===== src/rtl/timing_io_gen_pkg.sv =====
// Shared definitions for the timing/IO generator: subcycle encoding, clock-phase
// indices and the legal parameter ranges.
package timing_io_gen_pkg;

  typedef enum logic [2:0] {
    SC_A1 = 3'd0,
    SC_A2 = 3'd1,
    SC_A3 = 3'd2,
    SC_M1 = 3'd3,
    SC_M2 = 3'd4,
    SC_X1 = 3'd5,
    SC_X2 = 3'd6,
    SC_X3 = 3'd7
  } subcycle_e;

  localparam logic [1:0] PH_CLK1 = 2'd0;
  localparam logic [1:0] PH_GAP1 = 2'd1;
  localparam logic [1:0] PH_CLK2 = 2'd2;
  localparam logic [1:0] PH_GAP2 = 2'd3;

  localparam int DATA_W_MIN  = 4;
  localparam int DATA_W_MAX  = 16;
  localparam int PH_LEN_MIN  = 1;
  localparam int PH_LEN_MAX  = 16;
  localparam int N_CMRAM_MIN = 1;
  localparam int N_CMRAM_MAX = 8;
  localparam int POC_CYC_MIN = 1;
  localparam int POC_CYC_MAX = 15;

  function automatic logic [7:0] sc_onehot(input subcycle_e s);
    return 8'd1 << s;
  endfunction

endpackage


===== src/rtl/timing_io_gen_if.sv =====
// Processor-side bus of the timing/IO generator: instruction flags, address/data,
// pad pins, captured nibbles with their strobes, and CM-RAM lines.
interface timing_io_gen_if #(
  parameter int DATA_W  = 4,
  parameter int N_CMRAM = 4
) ();
  logic                  ior;
  logic                  iow;
  logic [3*DATA_W-1:0]   addr;
  logic [DATA_W-1:0]     wr_data;
  logic [N_CMRAM-1:0]    cm_en;
  logic [DATA_W-1:0]     data_pad_i;
  logic [DATA_W-1:0]     data_pad_o;
  logic                  data_oe;
  logic [DATA_W-1:0]     opr;
  logic [DATA_W-1:0]     opa;
  logic [DATA_W-1:0]     opx;
  logic                  op_valid;
  logic                  x_valid;
  logic [N_CMRAM-1:0]    cm_pad;

  modport master (
    output ior, iow, addr, wr_data, cm_en, data_pad_i,
    input  data_pad_o, data_oe, opr, opa, opx, op_valid, x_valid, cm_pad
  );

  modport slave (
    input  ior, iow, addr, wr_data, cm_en, data_pad_i,
    output data_pad_o, data_oe, opr, opa, opx, op_valid, x_valid, cm_pad
  );
endinterface


===== src/rtl/timing_io_gen_seq.sv =====
// Two-phase clock and subcycle sequencer. Outputs are registered from the decode of
// the next position so clk1/clk2/phase/sync all change on the same sysclk edge.
module timing_io_gen_seq
  import timing_io_gen_pkg::*;
#(
  parameter int PH_LEN = 2
) (
  input  logic       sysclk,
  input  logic       poc_n,
  output logic       clk1,
  output logic       clk2,
  output logic [7:0] phase,
  output logic       sync,
  output subcycle_e  cur_sc,
  output subcycle_e  next_sc,
  output logic       sc_start,
  output logic       cap_edge,
  output logic       cycle_wrap
);

  logic [3:0] cnt_r;
  logic [3:0] cnt_nxt_s;
  logic [1:0] ph_r;
  logic [1:0] ph_nxt_s;
  subcycle_e  sc_r;
  subcycle_e  sc_nxt_s;
  logic       started_r;
  logic       last_s;

  assign last_s = (cnt_r == 4'(PH_LEN - 1));

  // Next position; the first sysclk after reset presents A1/ph0 itself
  always_comb begin
    cnt_nxt_s = cnt_r;
    ph_nxt_s  = ph_r;
    sc_nxt_s  = sc_r;
    if (!started_r) begin
      cnt_nxt_s = 4'd0;
      ph_nxt_s  = PH_CLK1;
      sc_nxt_s  = SC_A1;
    end else if (!last_s) begin
      cnt_nxt_s = cnt_r + 4'd1;
    end else begin
      cnt_nxt_s = 4'd0;
      ph_nxt_s  = ph_r + 2'd1;
      if (ph_r == PH_GAP2) begin
        sc_nxt_s = subcycle_e'(sc_r + 3'd1);
      end else begin
        sc_nxt_s = sc_r;
      end
    end
  end

  assign cur_sc     = sc_r;
  assign next_sc    = sc_nxt_s;
  assign sc_start   = (cnt_nxt_s == 4'd0) && (ph_nxt_s == PH_CLK1);
  assign cap_edge   = started_r && (ph_r == PH_CLK2) && last_s;
  assign cycle_wrap = started_r && sc_start && (sc_nxt_s == SC_A1);

  // Position counters and registered clock/phase outputs
  always_ff @(posedge sysclk or negedge poc_n) begin
    if (!poc_n) begin
      cnt_r     <= 4'd0;
      ph_r      <= PH_CLK1;
      sc_r      <= SC_A1;
      started_r <= 1'b0;
      clk1      <= 1'b0;
      clk2      <= 1'b0;
      phase     <= sc_onehot(SC_A1);
      sync      <= 1'b0;
    end else begin
      cnt_r     <= cnt_nxt_s;
      ph_r      <= ph_nxt_s;
      sc_r      <= sc_nxt_s;
      started_r <= 1'b1;
      clk1      <= (ph_nxt_s == PH_CLK1);
      clk2      <= (ph_nxt_s == PH_CLK2);
      phase     <= sc_onehot(sc_nxt_s);
      sync      <= (sc_nxt_s == SC_X3);
    end
  end

endmodule


===== src/rtl/timing_io_gen.sv =====
// Timing and I/O generator top: pad drive, operand capture, CM-RAM selects,
// power-on-clear and TEST synchronisation around the clock sequencer.
module timing_io_gen
  import timing_io_gen_pkg::*;
#(
  parameter int DATA_W  = 4,
  parameter int PH_LEN  = 2,
  parameter int N_CMRAM = 4,
  parameter int POC_CYC = 2
) (
  input  logic           sysclk,
  input  logic           poc_n,
  input  logic           test_pad,
  output logic           clk1,
  output logic           clk2,
  output logic [7:0]     phase,
  output logic           sync,
  output logic           poc,
  output logic           test_n,
  timing_io_gen_if.slave bus
);

  if (DATA_W < DATA_W_MIN || DATA_W > DATA_W_MAX ||
      PH_LEN < PH_LEN_MIN || PH_LEN > PH_LEN_MAX ||
      N_CMRAM < N_CMRAM_MIN || N_CMRAM > N_CMRAM_MAX ||
      POC_CYC < POC_CYC_MIN || POC_CYC > POC_CYC_MAX) begin : g_bad_cfg
    $error("timing_io_gen: parameter outside legal range");
  end

  subcycle_e          cur_sc_s;
  subcycle_e          next_sc_s;
  logic               sc_start_s;
  logic               cap_edge_s;
  logic               cycle_wrap_s;

  logic               poc_r;
  logic               poc_nxt_s;
  logic [3:0]         poc_cyc_r;
  logic               oe_r;
  logic               oe_nxt_s;
  logic [DATA_W-1:0]  pad_o_r;
  logic [DATA_W-1:0]  pad_nxt_s;
  logic [N_CMRAM-1:0] cm_r;
  logic [N_CMRAM-1:0] cm_nxt_s;
  logic [DATA_W-1:0]  opr_r;
  logic [DATA_W-1:0]  opa_r;
  logic [DATA_W-1:0]  opx_r;
  logic               op_valid_r;
  logic               x_valid_r;
  logic               test_meta_r;
  logic               test_n_r;

  timing_io_gen_seq #(.PH_LEN(PH_LEN)) u_seq (
    .sysclk     (sysclk),
    .poc_n      (poc_n),
    .clk1       (clk1),
    .clk2       (clk2),
    .phase      (phase),
    .sync       (sync),
    .cur_sc     (cur_sc_s),
    .next_sc    (next_sc_s),
    .sc_start   (sc_start_s),
    .cap_edge   (cap_edge_s),
    .cycle_wrap (cycle_wrap_s)
  );

  // poc drops on the A1 edge that completes the POC_CYC-th instruction cycle
  always_comb begin
    if (poc_r && cycle_wrap_s && (poc_cyc_r == 4'(POC_CYC - 1))) begin
      poc_nxt_s = 1'b0;
    end else begin
      poc_nxt_s = poc_r;
    end
  end

  // Pad and CM-RAM values for the subcycle about to start
  always_comb begin
    oe_nxt_s  = 1'b0;
    pad_nxt_s = {DATA_W{1'b0}};
    cm_nxt_s  = {N_CMRAM{1'b0}};
    if (poc_nxt_s) begin
      oe_nxt_s  = 1'b0;
      pad_nxt_s = {DATA_W{1'b0}};
      cm_nxt_s  = {N_CMRAM{1'b0}};
    end else begin
      case (next_sc_s)
        SC_A1: begin
          oe_nxt_s  = 1'b1;
          pad_nxt_s = bus.addr[0 +: DATA_W];
        end
        SC_A2: begin
          oe_nxt_s  = 1'b1;
          pad_nxt_s = bus.addr[DATA_W +: DATA_W];
        end
        SC_A3: begin
          oe_nxt_s  = 1'b1;
          pad_nxt_s = bus.addr[2*DATA_W +: DATA_W];
          cm_nxt_s  = bus.cm_en;
        end
        SC_X2: begin
          oe_nxt_s  = bus.iow;
          pad_nxt_s = bus.iow ? bus.wr_data : {DATA_W{1'b0}};
          cm_nxt_s  = (bus.ior || bus.iow) ? bus.cm_en : {N_CMRAM{1'b0}};
        end
        default: begin
          oe_nxt_s  = 1'b0;
          pad_nxt_s = {DATA_W{1'b0}};
          cm_nxt_s  = {N_CMRAM{1'b0}};
        end
      endcase
    end
  end

  // POC state, subcycle-aligned pad/CM registers and operand captures
  always_ff @(posedge sysclk or negedge poc_n) begin
    if (!poc_n) begin
      poc_r      <= 1'b1;
      poc_cyc_r  <= 4'd0;
      oe_r       <= 1'b0;
      pad_o_r    <= {DATA_W{1'b0}};
      cm_r       <= {N_CMRAM{1'b0}};
      opr_r      <= {DATA_W{1'b0}};
      opa_r      <= {DATA_W{1'b0}};
      opx_r      <= {DATA_W{1'b0}};
      op_valid_r <= 1'b0;
      x_valid_r  <= 1'b0;
    end else begin
      poc_r <= poc_nxt_s;
      if (poc_r && cycle_wrap_s) begin
        poc_cyc_r <= poc_cyc_r + 4'd1;
      end
      if (sc_start_s) begin
        oe_r    <= oe_nxt_s;
        pad_o_r <= pad_nxt_s;
        cm_r    <= cm_nxt_s;
      end
      op_valid_r <= 1'b0;
      x_valid_r  <= 1'b0;
      if (cap_edge_s && !poc_r) begin
        case (cur_sc_s)
          SC_M1: opr_r <= bus.data_pad_i;
          SC_M2: begin
            opa_r      <= bus.data_pad_i;
            op_valid_r <= 1'b1;
          end
          SC_X2: begin
            // a simultaneous write owns the bus, so the read is dropped
            if (bus.ior && !bus.iow) begin
              opx_r     <= bus.data_pad_i;
              x_valid_r <= 1'b1;
            end
          end
          default: begin
          end
        endcase
      end
    end
  end

  // Two-flop synchroniser for the raw TEST pin, idles at "not asserted"
  always_ff @(posedge sysclk or negedge poc_n) begin
    if (!poc_n) begin
      test_meta_r <= 1'b1;
      test_n_r    <= 1'b1;
    end else begin
      test_meta_r <= ~test_pad;
      test_n_r    <= test_meta_r;
    end
  end

  assign poc            = poc_r;
  assign test_n         = test_n_r;
  assign bus.data_oe    = oe_r;
  assign bus.data_pad_o = pad_o_r;
  assign bus.cm_pad     = cm_r;
  assign bus.opr        = opr_r;
  assign bus.opa        = opa_r;
  assign bus.opx        = opx_r;
  assign bus.op_valid   = op_valid_r;
  assign bus.x_valid    = x_valid_r;

endmodule


===== src/flat_wrapper.sv =====
// flat-port wrapper written by rule: the top's interface ports become plain ports
module timing_io_gen_flat import timing_io_gen_pkg::*;
#(
  parameter int DATA_W  = 4,
  parameter int PH_LEN  = 2,
  parameter int N_CMRAM = 4,
  parameter int POC_CYC = 2
)
  (sysclk, poc_n, test_pad, clk1, clk2, phase, sync, poc, test_n, bus_ior, bus_iow, bus_addr, bus_wr_data, bus_cm_en, bus_data_pad_i, bus_data_pad_o, bus_data_oe, bus_opr, bus_opa, bus_opx, bus_op_valid, bus_x_valid, bus_cm_pad);
  timing_io_gen_if #(.DATA_W(DATA_W), .N_CMRAM(N_CMRAM)) bus_i ();
  input  logic sysclk;
  input  logic poc_n;
  input  logic test_pad;
  output logic clk1;
  output logic clk2;
  output logic [7:0] phase;
  output logic sync;
  output logic poc;
  output logic test_n;
  input wire logic [$bits(bus_i.ior)-1:0] bus_ior;
  input wire logic [$bits(bus_i.iow)-1:0] bus_iow;
  input wire logic [$bits(bus_i.addr)-1:0] bus_addr;
  input wire logic [$bits(bus_i.wr_data)-1:0] bus_wr_data;
  input wire logic [$bits(bus_i.cm_en)-1:0] bus_cm_en;
  input wire logic [$bits(bus_i.data_pad_i)-1:0] bus_data_pad_i;
  output wire logic [$bits(bus_i.data_pad_o)-1:0] bus_data_pad_o;
  output wire logic [$bits(bus_i.data_oe)-1:0] bus_data_oe;
  output wire logic [$bits(bus_i.opr)-1:0] bus_opr;
  output wire logic [$bits(bus_i.opa)-1:0] bus_opa;
  output wire logic [$bits(bus_i.opx)-1:0] bus_opx;
  output wire logic [$bits(bus_i.op_valid)-1:0] bus_op_valid;
  output wire logic [$bits(bus_i.x_valid)-1:0] bus_x_valid;
  output wire logic [$bits(bus_i.cm_pad)-1:0] bus_cm_pad;
  assign bus_i.ior = bus_ior;
  assign bus_i.iow = bus_iow;
  assign bus_i.addr = bus_addr;
  assign bus_i.wr_data = bus_wr_data;
  assign bus_i.cm_en = bus_cm_en;
  assign bus_i.data_pad_i = bus_data_pad_i;
  assign bus_data_pad_o = bus_i.data_pad_o;
  assign bus_data_oe = bus_i.data_oe;
  assign bus_opr = bus_i.opr;
  assign bus_opa = bus_i.opa;
  assign bus_opx = bus_i.opx;
  assign bus_op_valid = bus_i.op_valid;
  assign bus_x_valid = bus_i.x_valid;
  assign bus_cm_pad = bus_i.cm_pad;
  timing_io_gen #(.DATA_W(DATA_W), .PH_LEN(PH_LEN), .N_CMRAM(N_CMRAM), .POC_CYC(POC_CYC)) u_core (.sysclk(sysclk), .poc_n(poc_n), .test_pad(test_pad), .clk1(clk1), .clk2(clk2), .phase(phase), .sync(sync), .poc(poc), .test_n(test_n), .bus(bus_i));
endmodule

===== config.mk =====
export PLATFORM = sky130hd
export DESIGN_NAME = timing_io_gen_flat
export DESIGN_NICKNAME = d
export VERILOG_FILES = /design/src/rtl/timing_io_gen_pkg.sv /design/src/rtl/timing_io_gen_if.sv /design/src/rtl/timing_io_gen_seq.sv /design/src/rtl/timing_io_gen.sv /design/src/flat_wrapper.sv
export SDC_FILE = /design/constraint.sdc
export NUM_CORES = 1
export LEC_CHECK = 0
export CELL_PAD_IN_SITES_DETAIL_PLACEMENT = 1
export CELL_PAD_IN_SITES_GLOBAL_PLACEMENT = 1
export CORE_MARGIN = 2
export CORE_UTILIZATION = 34
export CTS_CLUSTER_SIZE = 12
export DETAILED_ROUTE_END_ITERATION = 12
export PLACE_DENSITY = 0.81
export SETUP_SLACK_MARGIN = 0.3
export SKIP_LAST_GASP = 1
export SLEW_MARGIN = 20
export SYNTH_ARGS = -nofsm -noshare
export SYNTH_HDL_FRONTEND = slang
export SYNTH_SLANG_ARGS = --single-unit

===== constraint.sdc =====
create_clock -name sysclk -period 2.35 [get_ports sysclk]
set_input_delay 0.3525 -clock sysclk [delete_from_list [all_inputs] [get_ports sysclk]]
set_output_delay 0.3525 -clock sysclk [all_outputs]
set_load 0.01 [all_outputs]

==> results of run 1 <==
==> per-layer routing <==
layer,part of all wire [%],wire [µm],vias to the layer above
met3,4.9,320,8
met2,50,3244,49
li1,-,-,902
met5,0,0,-
met4,1.5,97,0
met1,44,2867,948
==> cell usage in the layout, fill, tap and decap left out, drive strengths merged, types with 2 or more instances in the layout <==
| cell type | netlist | final |
|---|---|---|
| nor2b | 2 | 2 |
| nand2 | 17 | 17 |
| nor3b | 3 | 3 |
| mux2 | 13 | 13 |
| a21boi | 2 | 2 |
| and4bb | 2 | 2 |
| clkdlybuf4s50 | 0 | 63 |
| mux4 | 2 | 2 |
| nor3 | 8 | 8 |
| a31oi | 2 | 2 |
| buf | 6 | 23 |
| nand4b | 2 | 2 |
| xor2 | 3 | 3 |
| nand2b | 7 | 7 |
| clkbuf | 4 | 5 |
| inv | 17 | 17 |
| o21ai | 6 | 6 |
| and3b | 2 | 2 |
| nor2 | 7 | 7 |
| and2 | 5 | 5 |
| a22o | 7 | 7 |
| xnor2 | 4 | 4 |
| dfstp | 4 | 4 |
| a221o | 4 | 4 |
| ha | 10 | 10 |
| mux2i | 9 | 9 |
| clkinv | 0 | 2 |
| dfrtp | 46 | 46 |
| nand3 | 4 | 4 |
| nor4bb | 2 | 2 |
==> final cells by class <==
class	count	share of cell area (%)
Clock buffer	5	1.908
Clock inverter	3	1.110
Inverter	17	1.770
Multi-Input combinational cell	136	34.46
Sequential cell	50	34.91
Tap cell	99	3.435
Timing Repair Buffer	86	22.41
==> power breakdown <==
group,switching [mW],internal (mW)
sequential,0.0376,0.907
clock,0.283,0.313
combinational,0.158,0.214
total,0.479,1.43
==> through the flow <==
step,area (µm²),hold slack (ns)
final,3606,0.1325
after global routing,3606,0.1809
after CTS,3513,0.1647
after detailed placement,3292,0.3503
after global placement,3292,0.3470
after floorplan,2542,0.05691
==> how the worst max path moves through the flow <==
stage / slack (ns) / start / cells past startpoint / end
final: 0.10 / u_core.u_seq.cnt_r[1] / 8 / u_core.bus.cm_pad[2]
after global routing: 0.02 / u_core.u_seq.cnt_r[1] / 8 / u_core.bus.cm_pad[1]
after CTS: 0.1 / u_core.u_seq.cnt_r[1] / 7 / u_core.bus.cm_pad[2]
after detailed placement: 0.02 / u_core.u_seq.cnt_r[1] / 7 / u_core.bus.cm_pad[2]
after global placement: 0.13 / u_core.u_seq.cnt_r[1] / 8 / u_core.bus.cm_pad[2]
after floorplan: 0.28 / u_core.u_seq.cur_sc[1] / 9 / u_core.bus.data_pad_o[0]
==> kinds of logic (layout without fill, tap and decap cells) <==
logic type | after synthesis | in the layout | synth area share [%]
compound gates | 25 | 25 | 8.030
xor+xnor | 7 | 7 | 2.475
fa+ha+maj | 10 | 10 | 5.051
buf+inv | 27 | 111 | 5.050
flops | 50 | 50 | 50.71
mux | 24 | 24 | 11.36
other cells | 1 | 1 | 0.1514
simple gates | 69 | 69 | 17.17
==> state kept, by name, summed over array words and instances, names as in the netlist <==
name and cells:
u_core.poc_cyc_r 4, u_core.u_seq.cur_sc 3, u_core.u_seq.clk1 1, u_core.bus.data_pad_o 4, u_core.u_seq.clk2 1, u_core.u_seq.cnt_r 4
u_core.bus.x_valid 1, u_core.test_n 1, u_core.poc 1, u_core.bus.opx 4, u_core.bus.opa 4, u_core.bus.cm_pad 4
u_core.bus.opr 4, u_core.test_meta_r 1, u_core.bus.data_oe 1, u_core.u_seq.ph_r 2, u_core.u_seq.phase 8, u_core.u_seq.started_r 1
u_core.bus.op_valid 1
==> timing repair <==
item | 4_1_cts | 5_1_grt
pin swaps | 10 | 14
gates resized for setup | 15 | 15
endpoints found under the setup margin | 26 | 30
setup buffers | 8 | 4
==> impl_metrics.py, run 1 <==
metrics = {
    "clock_tree": {
        "cts_made_buffers": 5,
        "cts.htree.levels": 2,
        "path_clk_slew_ns": 0.09,
        "clk_latency_ns": 0.30,
        "root_buffer": "clkbuf_8",
        "clk_path_buf_depth": 2,
        "tritoncts": "done",
        "ctsHoldBuffers": 0,
        "cts_sinks": 50,
    },
    "timing": {
        "period_needed_ns": 2.248,
        "slew-limit-headroom_pct": 57.10,
        "finalMaxSlewViolations": 0,
        "finalHoldViolations": 0,
        "worst_slew_pin_slew_ns": 0.6435,
        "setup_violations": 0,
        "setup_tns_ns": 0,
        "fin_worst_skew_ns": 0.005564,
        "fin_ws_ns": 0.1024,
        "fin_crit_sh_pct": 95.64,
        "max_freq_mhz": 444.9,
        "rsz0062_at_grt": "yes",
    },
    "critical_path": {
        "start_kind": "flop",
        "cp_slowest_cell": "a2111o_1",
        "criticalPathCategory": "reg -> reg",
        "cp_common_cell": "buf_4",
        "critPathArrivalTime_ns": 2.48,
        "reg2reg_from": "u_core.u_seq.cnt_r[1]",
        "cp_max_fo": 4,
        "cp_top_family": "compound AO/OA/AOI/OAI gates",
        "crit_required_ns": 2.58,
        "rr_worst_depth": 8,
        "setup.worst_path.end_class": "flop",
        "r2r-end": "u_core.bus.cm_pad[2]",
        "path_cells": "buf_4 -> buf_4 -> ha_2 -> xnor2_2 -> a31oi_2 -> o31a_1 -> a2111o_1 -> o21ai_1",
        "max_stage_delay_ns": 0.48,
        "critPathBufInv": 2,
        "r2r_setup_slack_ns": 0.10,
    },
    "grt": {
        "grt_use_met3_pct": 3.232,
        "antenna_found_initial": 0,
        "grt_max_degree": 51,
        "grt_pass1_vias": 2064,
        "grt_pass1_wl_mm": 10.25,
        "use_met1_pct": 21.71,
        "busiest_layer": "met2",
        "use_met2_pct": 28.55,
        "grt-ovfl-total": 0,
        "grt_usage_pct": 16.78,
    },
    "job": {
        "cap_violations": 0,
    },
    "die": {
        "rows": 31,
        "io_pins": 65,
        "initial_utilization_pct": 34.71,
        "fp.coreArea_um2": 7137,
        "fp.dieArea_um2": 7985,
        "die_height_um": 89.36,
        "dieWidth_um": 89.36,
    },
    "synth": {
        "synth_most_common_cell": "dfrtp_1",
        "synth_edf_count": 0,
        "synth_async_sr_flop_share_pct": 100.0,
        "synth_top_area_share_pct": 46.46,
        "ys_top_cells_by_area": "dfrtp_1, mux2_2, ha_1",
        "syn-num-nets": 252,
        "yosys-top-cells-count": "dfrtp_1, nand2_1, inv_1",
        "synth-seq-cells": 50,
        "yosysTopAreaCell": "dfrtp_1",
        "synth.distinct_cells": 47,
        "synth_ff_type": "dfrtp_1",
        "synth_area_per_cell_um2": 11.63,
        "syn_area_um2": 2477,
        "netlist_instances": 213,
        "ys_seq_area_share_pct": 50.71,
        "ys_warn_count": 0,
    },
    "placed_design": {
        "io_buffers": 64,
        "globalplace.congestion": 0.7490,
        "dp_cells": 376,
        "pre_cts_ws_ns": 0.01857,
        "dp_hpwl_mm": 4.596,
    },
    "cells_and_area": {
        "n_fill_cell": 782,
        "drive_gt1_share_pct": 26.26,
        "utilization_pct": 50.53,
        "diodes": 0,
        "stdcell_count": 396,
        "multi_input_area_um2": 1242,
        "area_delta_synth_final_pct": 45.56,
        "seq_area_um2": 1259,
        "final_nets": 335,
    },
    "route": {
        "vias": 1907,
        "drt_first_pass_iters": 4,
        "routed_via_density": 4.816,
        "drc": 0,
        "drt_iter0_drc": 72,
        "wl_mm": 6.530,
        "postRouteAntennaNets": 0,
        "wl_per_cell_um": 16.49,
    },
    "power": {
        "powerDensity_nw_per_um2": 530.7,
        "p_total_mw": 1.914,
        "total_leakage_power_nw": 1.539,
        "ir_worst_vdd_uv": 249.7,
    },
    "status": {
        "status": "finished, final reports clean",
    },
    "hold_path": {
        "hold_class": "in -> async",
    },
}
Power figures use the tool's default switching activity.
==> inputs of run 2 (changes only) <==
CORE_UTILIZATION = 35   (was 34)
CTS_BUF_LIST = sky130_fd_sc_hd__clkbuf_4   (was default)
CTS_CLUSTER_SIZE = default   (was 12)
PLACE_DENSITY = 0.83   (was 0.81)
==> run 2 against run 1 <==
Net effect:
- combinational power grew 1%
- routed wire length grew 12%
- register-to-register slack lost 0.03 ns
- die area shrank 2.7%
==> impl_metrics.py, run 2 (same netlist as run 1, synthesis figures left out) <==
metrics = {
    "cells_and_area": {
        "stdcell_count": 403,
        "largest_reg_flops": 8,
        "final_cell_mix": "clkdlybuf4s50_1, dfrtp_1, buf_4, nand2_1",
        "drive_gt1_share_pct": 28.34,
        "n_fill_cell": 733,
        "diodes": 0,
        "final_nets": 345,
        "layout_commonest_cell": "clkdlybuf4s50_1",
        "regMostFlops": "u_core.u_seq.phase",
        "multi_input_area_um2": 1260,
        "area_delta_synth_final_pct": 48.84,
        "seq_area_um2": 1257,
    },
    "critical_path": {
        "path_cells": "ha_4 -> ha_4 -> and3b_1 -> mux2i_2 -> buf_4 -> o21a_4 -> a2111o_1 -> o21ai_1",
        "cp_common_cell": "ha_4",
        "critPathBufInv": 1,
        "cp_slowest_cell": "dfrtp_2",
        "criticalPathCategory": "reg -> reg",
        "crit_required_ns": 2.64,
        "setup.worst_path.end_class": "flop",
        "max_stage_delay_ns": 0.48,
        "cp_max_fo": 5,
        "start_kind": "flop",
        "r2r_setup_slack_ns": 0.07,
        "critPathArrivalTime_ns": 2.57,
        "cp_top_family": "compound AO/OA/AOI/OAI gates",
    },
    "die": {
        "fp.dieArea_um2": 7767,
        "initial_utilization_pct": 36.26,
        "io_pins": 65,
        "die_height_um": 88.13,
        "fp.coreArea_um2": 6832,
        "rows": 30,
        "dieWidth_um": 88.13,
    },
    "route": {
        "wl_per_cell_um": 18.11,
        "drc": 0,
        "wl_mm": 7.298,
        "postRouteAntennaNets": 0,
        "routed_via_density": 4.861,
        "drt_iter0_drc": 51,
        "drt_first_pass_iters": 4,
        "vias": 1959,
    },
    "clock_tree": {
        "cts_made_buffers": 5,
        "tritoncts": "done",
        "path_clk_slew_ns": 0.14,
        "clk_path_buf_depth": 2,
        "clk_latency_ns": 0.36,
        "cts.htree.levels": 2,
        "root_buffer": "clkbuf_4",
        "cts_sinks": 50,
    },
    "job": {
        "cap_violations": 0,
    },
    "timing": {
        "rsz0062_at_grt": "yes",
        "setup_tns_ns": 0,
        "setup_violations": 0,
        "period_needed_ns": 2.277,
        "worst_slew_pin_slew_ns": 0.5467,
        "fin_crit_sh_pct": 96.91,
        "fin_ws_ns": 0.07255,
        "max_freq_mhz": 439.1,
        "slew-limit-headroom_pct": 63.55,
        "finalHoldViolations": 0,
        "finalMaxSlewViolations": 0,
        "fin_worst_skew_ns": 0.01234,
    },
    "placed_design": {
        "dp_cells": 375,
        "pre_cts_ws_ns": 0.02550,
        "globalplace.congestion": 0.7803,
        "io_buffers": 64,
        "dp_hpwl_mm": 4.797,
    },
    "power": {
        "total_leakage_power_nw": 1.583,
        "powerDensity_nw_per_um2": 462.0,
        "ir_worst_vdd_uv": 300.6,
        "p_total_mw": 1.704,
    },
    "grt": {
        "grt_pass1_vias": 2131,
        "antenna_found_initial": 0,
        "grt_usage_pct": 18.34,
        "grt_pass1_wl_mm": 10.98,
        "grt_max_degree": 51,
        "grt-ovfl-total": 0,
    },
    "hold_path": {
        "hold_class": "reg -> reg",
    },
    "status": {
        "status": "finished, final reports clean",
    },
}
run 2: cell types whose count changed in the layout (fill, tap and decap cells not counted), sizes merged:
cell         delta
bufinv          -1
dlygate4sd3     +1
clkinvlp        +1
buf             +9
run 2: worst reg2reg max path, stage by stage (launching register included):
cell and delay [ns]:
dfrtp_2 0.48, ha_4 0.18, ha_4 0.29, and3b_1 0.19, mux2i_2 0.09, buf_4 0.15
o21a_4 0.20, a2111o_1 0.47, o21ai_1 0.18
run 2: worst paths after layout:
| kind | end | startpoint | cells past startpoint |
|---|---|---|---|
| min | u_core.test_n | u_core.test_meta_r | 0 |
| max | u_core.bus.cm_pad[0] | u_core.u_seq.cur_sc[1] | 8 |
| min reg2reg | u_core.test_n | u_core.test_meta_r | 0 |
| max reg2reg | u_core.bus.cm_pad[0] | u_core.u_seq.cur_sc[1] | 8 |
| min in group asynchronous | u_core.bus.x_valid | poc_n | 3 |
| max in group asynchronous | u_core.test_n | poc_n | 3 |
run 2: area by class of cell:
type	instances	area share, %
clock buffer	5	1.018
clock inverter	3	0.4411
timing repair buffer	96	25.21
inverter	17	1.798
sequential	50	34.10
multi-input combinational	136	34.17
tap	96	3.258
run 2: repair_timing:
action,CTS,global route
resized for setup,19,19
pin swaps,13,13
buffers inserted,10,9
hold buffers,1,0
hold endpoints to repair,46,0
setup endpoints to repair,24,26
run 2: metal layers:
layer  track usage [%]  routed length (µm)
met1             24.12                3079
met2             31.61                3726
met3             4.053                 360
met4             3.168                 132
met5                 0                   0
run 2: metrics by stage:
stage / cell area (µm²) / utilization [%] / hold WS [ns]
finish: 3687 / 53.97 / 0.3688
global route: 3687 / 53.97 / 0.3769
CTS: 3525 / 51.59 / 0.3667
detailed placement: 3316 / 48.53 / 0.3470
global placement: 3316 / 48.53 / 0.3464
floorplan: 2542 / - / 0.05691
run 2: where the power goes:
| group | switching (mW) | total (mW) | internal [mW] | leakage (nW) |
|---|---|---|---|---|
| combinational | 0.158 | 0.377 | 0.219 | 0.910 |
| sequential | 0.0376 | 0.945 | 0.908 | 0.645 |
| clock | 0.269 | 0.381 | 0.112 | 0.0286 |
==> inputs of run 3 (changes only) <==
CORE_UTILIZATION = 34   (was 35)
CTS_BUF_LIST = default   (was sky130_fd_sc_hd__clkbuf_4)
PLACE_DENSITY = 0.81   (was 0.83)
==> results of run 3 <==
The final DEF is identical to that of run 1; final timing and power are the same.
